`src/rtl/arbitro_memoria_datos.sv`:
```
// Data-memory controller: arbitrates CPU vs. debug access to a single-port memory,
// runs sub-word stores as read-modify-write and extends sub-word loads.
module arbitro_memoria_datos #(
    parameter int NBITS        = 32,
    parameter int CELDAS       = 16,
    parameter int DBG_MAX_WAIT = 8
) (
    input  logic             i_clk,
    input  logic             i_reset,
    input  logic             i_CpuReq,
    input  logic             i_CpuWe,
    input  logic [1:0]       i_CpuSize,
    input  logic             i_CpuUnsigned,
    input  logic [NBITS-1:0] i_CpuAddr,
    input  logic [NBITS-1:0] i_CpuWData,
    output logic [NBITS-1:0] o_CpuRData,
    output logic             o_CpuDone,
    output logic             o_CpuErr,
    output logic             o_Stall,
    input  logic             i_DbgReq,
    input  logic [NBITS-1:0] i_DbgAddr,
    output logic [NBITS-1:0] o_DbgRData,
    output logic             o_DbgValid,
    output logic [NBITS-1:0] o_MemAddr,
    output logic             o_MemRead,
    output logic             o_MemWrite,
    output logic [NBITS-1:0] o_MemWData,
    input  logic [NBITS-1:0] i_MemRData
);

    localparam int WW = $clog2(DBG_MAX_WAIT + 1);

    typedef enum logic [2:0] {IDLE, ACCESS, MERGE_WR, DBG_RD, RESP} state_t;

    state_t           state, state_d;
    logic             we_q;
    logic [1:0]       size_q;
    logic             uns_q;
    logic [NBITS-1:0] addr_q;
    logic [NBITS-1:0] wdata_q;
    logic             err_q;
    logic [NBITS-1:0] dbg_idx_q;
    logic [NBITS-1:0] merged_q;
    logic [NBITS-1:0] cpu_rdata_q;
    logic [NBITS-1:0] dbg_rdata_q;
    logic             dbg_valid_q;
    logic [WW-1:0]    wait_q;

    logic             dbg_pending, dbg_grant, cpu_grant, req_err, dbg_in_range;
    logic [NBITS-1:0] word_idx;
    logic [7:0]       lane_b;
    logic [15:0]      lane_h;
    logic [NBITS-1:0] load_val, merged;
    logic             mem_write;

    // A debug request is still held high during DBG_RD and its valid cycle; it is
    // not pending then, so it neither re-grants nor ages the wait counter.
    assign dbg_pending  = i_DbgReq & ~dbg_valid_q & (state != DBG_RD);
    assign dbg_grant    = (state == IDLE) & dbg_pending &
                          (~i_CpuReq | (wait_q == WW'(DBG_MAX_WAIT)));
    assign cpu_grant    = (state == IDLE) & ~dbg_grant & i_CpuReq;
    assign dbg_in_range = dbg_idx_q < NBITS'(CELDAS);
    assign word_idx     = i_CpuAddr >> 2;

    assign req_err = (i_CpuSize == 2'b10) |
                     ((i_CpuSize == 2'b01) & i_CpuAddr[0]) |
                     ((i_CpuSize == 2'b11) & (i_CpuAddr[1:0] != 2'b00)) |
                     (word_idx >= NBITS'(CELDAS));

    assign lane_b = i_MemRData[{addr_q[1:0], 3'b000} +: 8];
    assign lane_h = i_MemRData[{addr_q[1], 4'b0000} +: 16];

    always_comb begin
        // NOTE: every combinationally written signal gets a default first so no latch is inferred.
        load_val = i_MemRData;
        merged   = i_MemRData;
        case (size_q)
            2'b00: begin
                load_val = {{(NBITS-8){~uns_q & lane_b[7]}}, lane_b};
                merged[{addr_q[1:0], 3'b000} +: 8] = wdata_q[7:0];
            end
            2'b01: begin
                load_val = {{(NBITS-16){~uns_q & lane_h[15]}}, lane_h};
                merged[{addr_q[1], 4'b0000} +: 16] = wdata_q[15:0];
            end
            default: ;
        endcase
    end

    always_comb begin
        state_d     = state;
        o_MemAddr   = '0;
        o_MemRead   = 1'b0;
        mem_write   = 1'b0;
        o_MemWData  = '0;
        case (state)
            IDLE: begin
                if (dbg_grant)      state_d = DBG_RD;
                else if (cpu_grant) state_d = req_err ? RESP : ACCESS;
            end
            ACCESS: begin
                o_MemAddr = addr_q >> 2;
                if (we_q && size_q == 2'b11) begin
                    mem_write  = 1'b1;
                    o_MemWData = wdata_q;
                    state_d    = RESP;
                end else begin
                    o_MemRead = 1'b1;
                    state_d   = we_q ? MERGE_WR : RESP;
                end
            end
            MERGE_WR: begin
                o_MemAddr  = addr_q >> 2;
                mem_write  = 1'b1;
                o_MemWData = merged_q;
                state_d    = RESP;
            end
            DBG_RD: begin
                o_MemAddr = dbg_idx_q;
                o_MemRead = dbg_in_range;
                state_d   = IDLE;
            end
            RESP:    state_d = IDLE;
            default: state_d = IDLE;
        endcase
    end

    // The memory commits on the edge, so an RMW cut short by reset must not write.
    assign o_MemWrite = mem_write & ~i_reset;

    always_ff @(posedge i_clk) begin
        // NOTE: sequential state uses non-blocking assignments so all registers update together.
        if (i_reset) begin
            state       <= IDLE;
            we_q        <= 1'b0;
            size_q      <= 2'b00;
            uns_q       <= 1'b0;
            addr_q      <= '0;
            wdata_q     <= '0;
            err_q       <= 1'b0;
            dbg_idx_q   <= '0;
            merged_q    <= '0;
            cpu_rdata_q <= '0;
            dbg_rdata_q <= '0;
            dbg_valid_q <= 1'b0;
            wait_q      <= '0;
        end else begin
            state       <= state_d;
            dbg_valid_q <= (state == DBG_RD);

            if (cpu_grant) begin
                we_q    <= i_CpuWe;
                size_q  <= i_CpuSize;
                uns_q   <= i_CpuUnsigned;
                addr_q  <= i_CpuAddr;
                wdata_q <= i_CpuWData;
                err_q   <= req_err;
                if (req_err) cpu_rdata_q <= '0;
            end

            if (dbg_grant) dbg_idx_q <= i_DbgAddr;

            if (dbg_grant)
                wait_q <= '0;
            else if (dbg_pending && wait_q != WW'(DBG_MAX_WAIT))
                wait_q <= wait_q + 1'b1;

            if (state == ACCESS) begin
                if (we_q) merged_q    <= merged;
                else      cpu_rdata_q <= load_val;
            end

            if (state == DBG_RD) dbg_rdata_q <= dbg_in_range ? i_MemRData : '0;
        end
    end

    assign o_CpuDone  = (state == RESP);
    assign o_CpuErr   = (state == RESP) & err_q;
    assign o_CpuRData = cpu_rdata_q;
    assign o_Stall    = i_CpuReq & ~o_CpuDone;
    assign o_DbgRData = dbg_rdata_q;
    assign o_DbgValid = dbg_valid_q;

endmodule

```
`config.mk`:
```
export PLATFORM = sky130hd
export DESIGN_NAME = arbitro_memoria_datos
export DESIGN_NICKNAME = d
export VERILOG_FILES = /design/src/rtl/arbitro_memoria_datos.sv
export SDC_FILE = /design/constraint.sdc
export NUM_CORES = 1
export LEC_CHECK = 0
export ABC_AREA = 1
export CORE_MARGIN = 5
export CORE_UTILIZATION = 49
export DETAILED_ROUTE_END_ITERATION = 12
export HOLD_SLACK_MARGIN = 0.08
export PLACE_DENSITY_LB_ADDON = 0.08
export SLEW_MARGIN = 10
export SYNTH_ARGS = -nofsm -noshare
export SYNTH_HDL_FRONTEND = slang
export SYNTH_SLANG_ARGS = --single-unit
```
`constraint.sdc`:
```
create_clock -name i_clk -period 2.4 [get_ports i_clk]
set_input_delay 0.24 -clock i_clk [delete_from_list [all_inputs] [get_ports i_clk]]
set_output_delay 0.24 -clock i_clk [all_outputs]
set_load 0.005 [all_outputs]
```
==> reports/qor.yml, run 1 <==
layout_worst_path_cycle_share_pct: 98.78
synth.avg_cell_area_sq_um: 6.970
synth_cells: 1437
power_density_nw_per_um2: 676.0
layout_common_cells: "277 x nand2_1, 215 x clkdlybuf4s50_1, 201 x dfxtp_1"
finalMaxSlewViolations: 0
antenna_found_initial: 3
cts_tree: "done"
hold_violations: 0
tightest_slew_ns: 0.6833
fmax_mhz: 421.8
critPathLaunch: "state[0]$_SDFFE_PP0P_"
cts_hold_buf: 0
cts_max_level: 1
num_vias: 10872
clkTransAtPathRegs_ns: 0.06
synth.distinct_cells: 36
nets: 1816
r2r_end: "wait_q[2]$_SDFFE_PP0P_"
ys_ff_latch: 205
total_power_mw: 9.334
grt_pass1_wl_mm: 55.25
place_area_sq_um: 12950
die_y_um: 153.0
critPathRequiredTime_ns: 2.16
critPathCaptureType: "primary output"
max_cap_violations: 0
cts_buffers: 23
p_leak_nw: 5.792
drive_gt1_share_pct: 9.188
crit_arrival_ns: 2.13
drtPass1Iterations: 6
totalWireLength_mm: 36.06
core_area_sq_um: 20170
cp-start-kind: "flop"
cts_sinks: 205
ys.warnings.count: 0
path_max_fanout: 30
grt_pass1_vias: 9984
dieArea_sq_um: 23400
r2r_cells: 9
endpoint: "o_MemAddr[25]"
multi_input_area_sq_um: 4888
hold_class: "input port to flop"
fillers: 1799
portBuffers: 269
r2r_start: "state[2]$_SDFFE_PP0P_"
worstSetupPathType: "flop to primary output"
grt_max_degree: 95
syn_to_final_growth_pct: 37.86
place_hpwl_mm: 26.37
drt.antenna.violating_nets: 0
routed_via_density: 5.550
netlist_area_sq_um: 10020
irDropWorstVdd_uv: 558.1
row_count: 52
period_minus_slack_ns: 2.371
ys_seq_area_share_pct: 40.97
rrSetupSlack_ns: 0.39
gp_congestion: 0.9543
ioPinCount: 270
wire_per_inst_um: 18.41
worst_slew_margin_rel_pct: 54.38
finalClockSkew_ns: 0.01540
whs_ns: 0.3307
ctsLongestPathBuffers: 3
initial_core_util_pct: 49.66
die_w_um: 153.0
status: "finished clean"
rsz0062_at_grt: "yes"
clock-root-buffer: "clkbuf_16"
drcViolationCount: 0
final_common_cell: "nand2_1"
synth_nets: 1580
grt-ovfl-total: 0
setup_viol: 0
seq_area_sq_um: 4109
drt_iter0_markers: 933
finalInstanceArea_sq_um: 13810
grt_usage_pct: 28.77
clk-insertion-delay-late_ns: 0.51
[through the flow]
step	cells	setup WS, ns	util, %	setup TNS, ns
after floorplan	1437	0.5452	-	0
after global routing	1959	-0.05850	68.46	-0.1891
after CTS	1957	-0.01146	67.97	-0.02339
after detailed placement	1917	0.1412	64.23	0
after global placement	1917	0.2289	64.23	0
final	1959	0.02928	68.46	0
[sequential cells by signal, indices dropped and copies added, names as in the netlist, 2 cells and up]
register and flops:
merged_q 32, addr_q 32, dbg_idx_q 32, o_CpuRData 32, o_DbgRData 32, state 3, size_q 2, wdata_q 32
wait_q 4
[what timing repair did]
| item | CTS | global route |
|---|---|---|
| buffers inserted | 1 | 0 |
| resized for setup | 50 | 40 |
| pin swaps | 2 | 0 |
| endpoints found under the setup margin | 64 | 37 |
[final cells by class]
| cell class | instances | share of cell area, % |
|---|---|---|
| antenna | 2 | 0.03625 |
| clock buffer | 30 | 4.576 |
| clock inverter | 9 | 0.7430 |
| inverter | 151 | 4.150 |
| multi-input combinational | 979 | 35.40 |
| sequential | 205 | 29.76 |
| tap | 270 | 2.447 |
| timing repair buffer | 313 | 22.89 |
[kinds of logic after synthesis]
logic type,Yosys count,share of synthesized area (%)
flip-flops,205,40.97
AO/OA/AOI/OAI,496,26.92
buffers and inverters,253,10.73
adder cells (fa/ha/maj),7,0.8744
AND/OR/NAND/NOR,476,20.50
[critical path, cell delays in order (launching register included)]
cell,delay [ns]
dfxtp_2,0.35
inv_2,0.06
nor2_4,0.12
nand2_4,0.09
nand2_2,0.09
inv_1,0.07
buf_12,0.16
o22ai_1,0.14
clkdlybuf4s50_1,0.52
[where the power goes]
part	switching, mW	internal, mW	leakage (nW)
Clock	1.42	2.06	0.366
Combinational	1.26	0.772	3.75
Sequential	0.150	3.67	1.68
Total	2.83	6.50	5.79
[how the worst min path moves through the flow]
stage | depth (start not counted) | endpoint | from | slack (ns)
6_report | 3 | wdata_q[11]$_SDFFE_PP0N_ | i_CpuWData[11] | 0.33
5_1_grt | 3 | wdata_q[8]$_SDFFE_PP0N_ | i_CpuWData[8] | 0.34
4_1_cts | 3 | wdata_q[11]$_SDFFE_PP0N_ | i_CpuWData[11] | 0.32
3_5_place_dp | 2 | addr_q[31]$_SDFFE_PP0N_ | addr_q[31]$_SDFFE_PP0N_ | 0.44
2_1_floorplan | 2 | o_DbgRData[0]$_SDFFE_PP0N_ | i_MemRData[0] | 0.40
3_3_place_gp | 2 | addr_q[15]$_SDFFE_PP0N_ | addr_q[15]$_SDFFE_PP0N_ | 0.43
[Yosys cell counts, drive strengths merged]
cell / n / area share [%]
nand2: 287 / 11
o21ai: 215 / 11
dfxtp: 205 / 41
a21oi: 193 / 10
inv: 148 / 5.6
nor2: 85 / 3.7
nand3: 74 / 4.1
buf: 53 / 3.2
clkbuf: 49 / 1.9
o22ai: 32 / 2.0
a31oi: 28 / 1.7
a22oi: 21 / 1.6
nor3: 16 / 0.80
nand4: 11 / 0.69
ha: 7 / 0.87
a21boi: 3 / 0.22
clkinv: 3 / 0.12
and2: 2 / 0.12
o211ai: 2 / 0.20
a211oi: 1 / 0.075
nand3b: 1 / 0.075
o31ai: 1 / 0.075
[layer usage]
metal  vias to the layer above  part of all wire [%]  GRT usage, %
li1                       5300                     -             -
met1                      5013                    43         39.42
met2                       479                    45         45.42
met3                        80                   9.0         6.361
met4                         0                   3.3         9.249
met5                         -                     0             0
Power figures use the tool's default switching activity.
==> inputs of run 2 (changes only) <==
clock period = 2.25 ns   (was 2.4 ns; I/O delays follow)
==> run 2 against run 1 <==
Against the previous run: clock power up 16%; via count about the same; sequential share of layout area down 0.18 points; critical endpoint is now o_MemAddr[30]; largest cell class unchanged; sequential power up 6.5%; non-clock buffer count up 5; cell count up 0.20%; combinational power up 7%; power up 10%; core utilization up 0.37 points; global-route usage up 0.65 points; sequential cell count unchanged; worst hold slack worse by 0.013 ns.
==> reports/qor.yml, run 2 (synthesis results as in run 1) <==
met3WireLength_mm: 3.490
rrSetupSlack_ns: 0.17
path_cells: "inv_2 -> nor2_4 -> nand2_2 -> buf_8 -> nor2_1 -> clkdlybuf4s50_1"
whs_ns: 0.3176
drive_gt1_share_pct: 9.805
num_vias: 10873
cts_max_level: 1
cpMaxStageDelayCell: "clkdlybuf4s50_1"
critPathCaptureType: "primary output"
worstSetupPathType: "flop to primary output"
min_from: "i_CpuWData[26]"
clk-insertion-delay-late_ns: 0.51
switching_share_pct: 29.44
pwr-share-clk_pct: 39.2
antenna_found_initial: 0
grt_max_degree: 58
hold_class: "input port to flop"
grt-ovfl-total: 0
critPathRequiredTime_ns: 2.03
totalWireLength_mm: 36.34
initial_core_util_pct: 49.66
drcViolationCount: 0
holdPathEnd: "wdata_q[26]$_SDFFE_PP0N_"
cts_sinks: 205
clkTransAtPathRegs_ns: 0.06
ctsLongestPathBuffers: 3
grt_usage_pct: 29.43
top_layer: "met4"
r2r_cells: 10
status: "finished clean"
r2r_end: "o_CpuRData[11]$_SDFF_PP0_"
setup_viol: 0
r2r_start: "size_q[1]$_SDFFE_PP0N_"
cts_buffers: 23
p_leak_nw: 5.575
routed_via_density: 5.539
hold_violations: 0
crit_arrival_ns: 1.93
core_area_sq_um: 20170
irDropWorstVdd_uv: 569.2
worst_slew_margin_rel_pct: 53.81
period_minus_slack_ns: 2.150
layout_worst_path_cycle_share_pct: 95.56
cts_hold_buf: 0
post-place-cells: 1923
drt-met1-wl_mm: 14.96
max_stage_delay_ns: 0.50
syn_to_final_growth_pct: 38.60
grt_pass1_wl_mm: 56.04
portBuffers: 269
final_common_cell: "nand2_1"
intPower_mw: 7.261
post_cts_buffers: 0
die_w_um: 153.0
power_frac_seq_pct: 39.5
drt.antenna.violating_nets: 0
rsz0062_at_grt: "yes"
power_density_nw_per_um2: 741.3
drt_iter0_markers: 938
finalMaxSlewViolations: 0
diodes: 0
row_count: 52
tightest_slew_ns: 0.6918
ioPinCount: 270
cp-start-kind: "flop"
fmax_mhz: 465.1
path_max_fanout: 15
finalClockSkew_ns: 0.007439
place_hpwl_mm: 26.82
dieArea_sq_um: 23400
path_delay_family: "buffers and inverters"
drtPass1Iterations: 5
hold_depth: 3
max_cap_violations: 0
p_sw_mw: 3.029
wl_met2_mm: 16.37
nets: 1821
gp_congestion: 1.014
p_comb_share_pct: 21.3
layoutNonFillerInstCount: 1963
cp.buffers_inverters: 3
cts_tree: "done"
wire_per_inst_um: 18.51
layout_common_cells: "277 x nand2_1, 204 x clkdlybuf4s50_1, 203 x dfxtp_1"
grt_pass1_vias: 10310
clock-root-buffer: "clkbuf_16"
die_y_um: 153.0
-- run 2: per-stage QoR --
step	util, %	TNS (ns)	setup WS [ns]	power [mW]	cell area [sq um]
after global routing	68.83	-0.04185	-0.02340	10.71	13880
after floorplan	-	0	0.3952	5.391	10020
after CTS	68.65	-0.02173	-0.01420	10.30	13850
final	68.83	0	0.09987	10.29	13880
after detailed placement	64.64	0	0.1731	6.279	13040
after global placement	64.64	0	0.2227	6.249	13040
-- run 2: routing by layer --
layer  track usage, %  up-vias
li1                 -     5317
met1            39.26     4954
met2            46.30      505
met3            7.040       97
met4            11.46        0
met5                0        -
-- run 2: worst max-delay path by stage --
stage	startpoint	to	slack (ns)	depth (start not counted)
6_report	state[0]$_SDFFE_PP0P_	o_MemAddr[30]	0.1	6
5_1_grt	state[0]$_SDFFE_PP0P_	o_MemAddr[30]	-0.02	6
4_1_cts	state[0]$_SDFFE_PP0P_	o_MemAddr[31]	-0.01	6
3_5_place_dp	size_q[1]$_SDFFE_PP0N_	o_CpuRData[11]$_SDFF_PP0_	0.17	10
3_3_place_gp	size_q[1]$_SDFFE_PP0N_	o_CpuRData[29]$_SDFF_PP0_	0.22	10
2_1_floorplan	addr_q[1]$_SDFFE_PP0N_	merged_q[2]$_SDFFE_PP0P_	0.40	11
-- run 2: final cells by class --
cell class | instances | area [sq um]
fillers | 1736 | 6287
flip-flops and latches | 205 | 4106
clock buffers | 31 | 665.6
repair buffers | 318 | 3138
well taps | 270 | 337.8
multi-input cells | 979 | 4912
inverters | 151 | 576.8
clock inverters | 9 | 145.1
-- run 2: timing repair --
action                     CTS  global route
cloned                       0             0
setup endpoints to repair   65            29
resized for setup          101            23
-- run 2: tightest hold or removal path: cells and delay by family --
kind	cells	cell delay (ns)
AOI/OAI and AO/OA	2	0.16
buffers and inverters	1	0.39
-- run 2: power by group through the flow --
| stage | Combinational (mW) | Sequential, mW | Clock, mW |
|---|---|---|---|
| after CTS | 2.16 | 4.06 | 4.09 |
| after global placement | 2.12 | 4.13 | 0 |
| final | 2.19 | 4.07 | 4.04 |
| after floorplan | 1.29 | 4.10 | 0 |
| after global routing | 2.39 | 4.09 | 4.22 |
| after detailed placement | 2.14 | 4.14 | 0 |
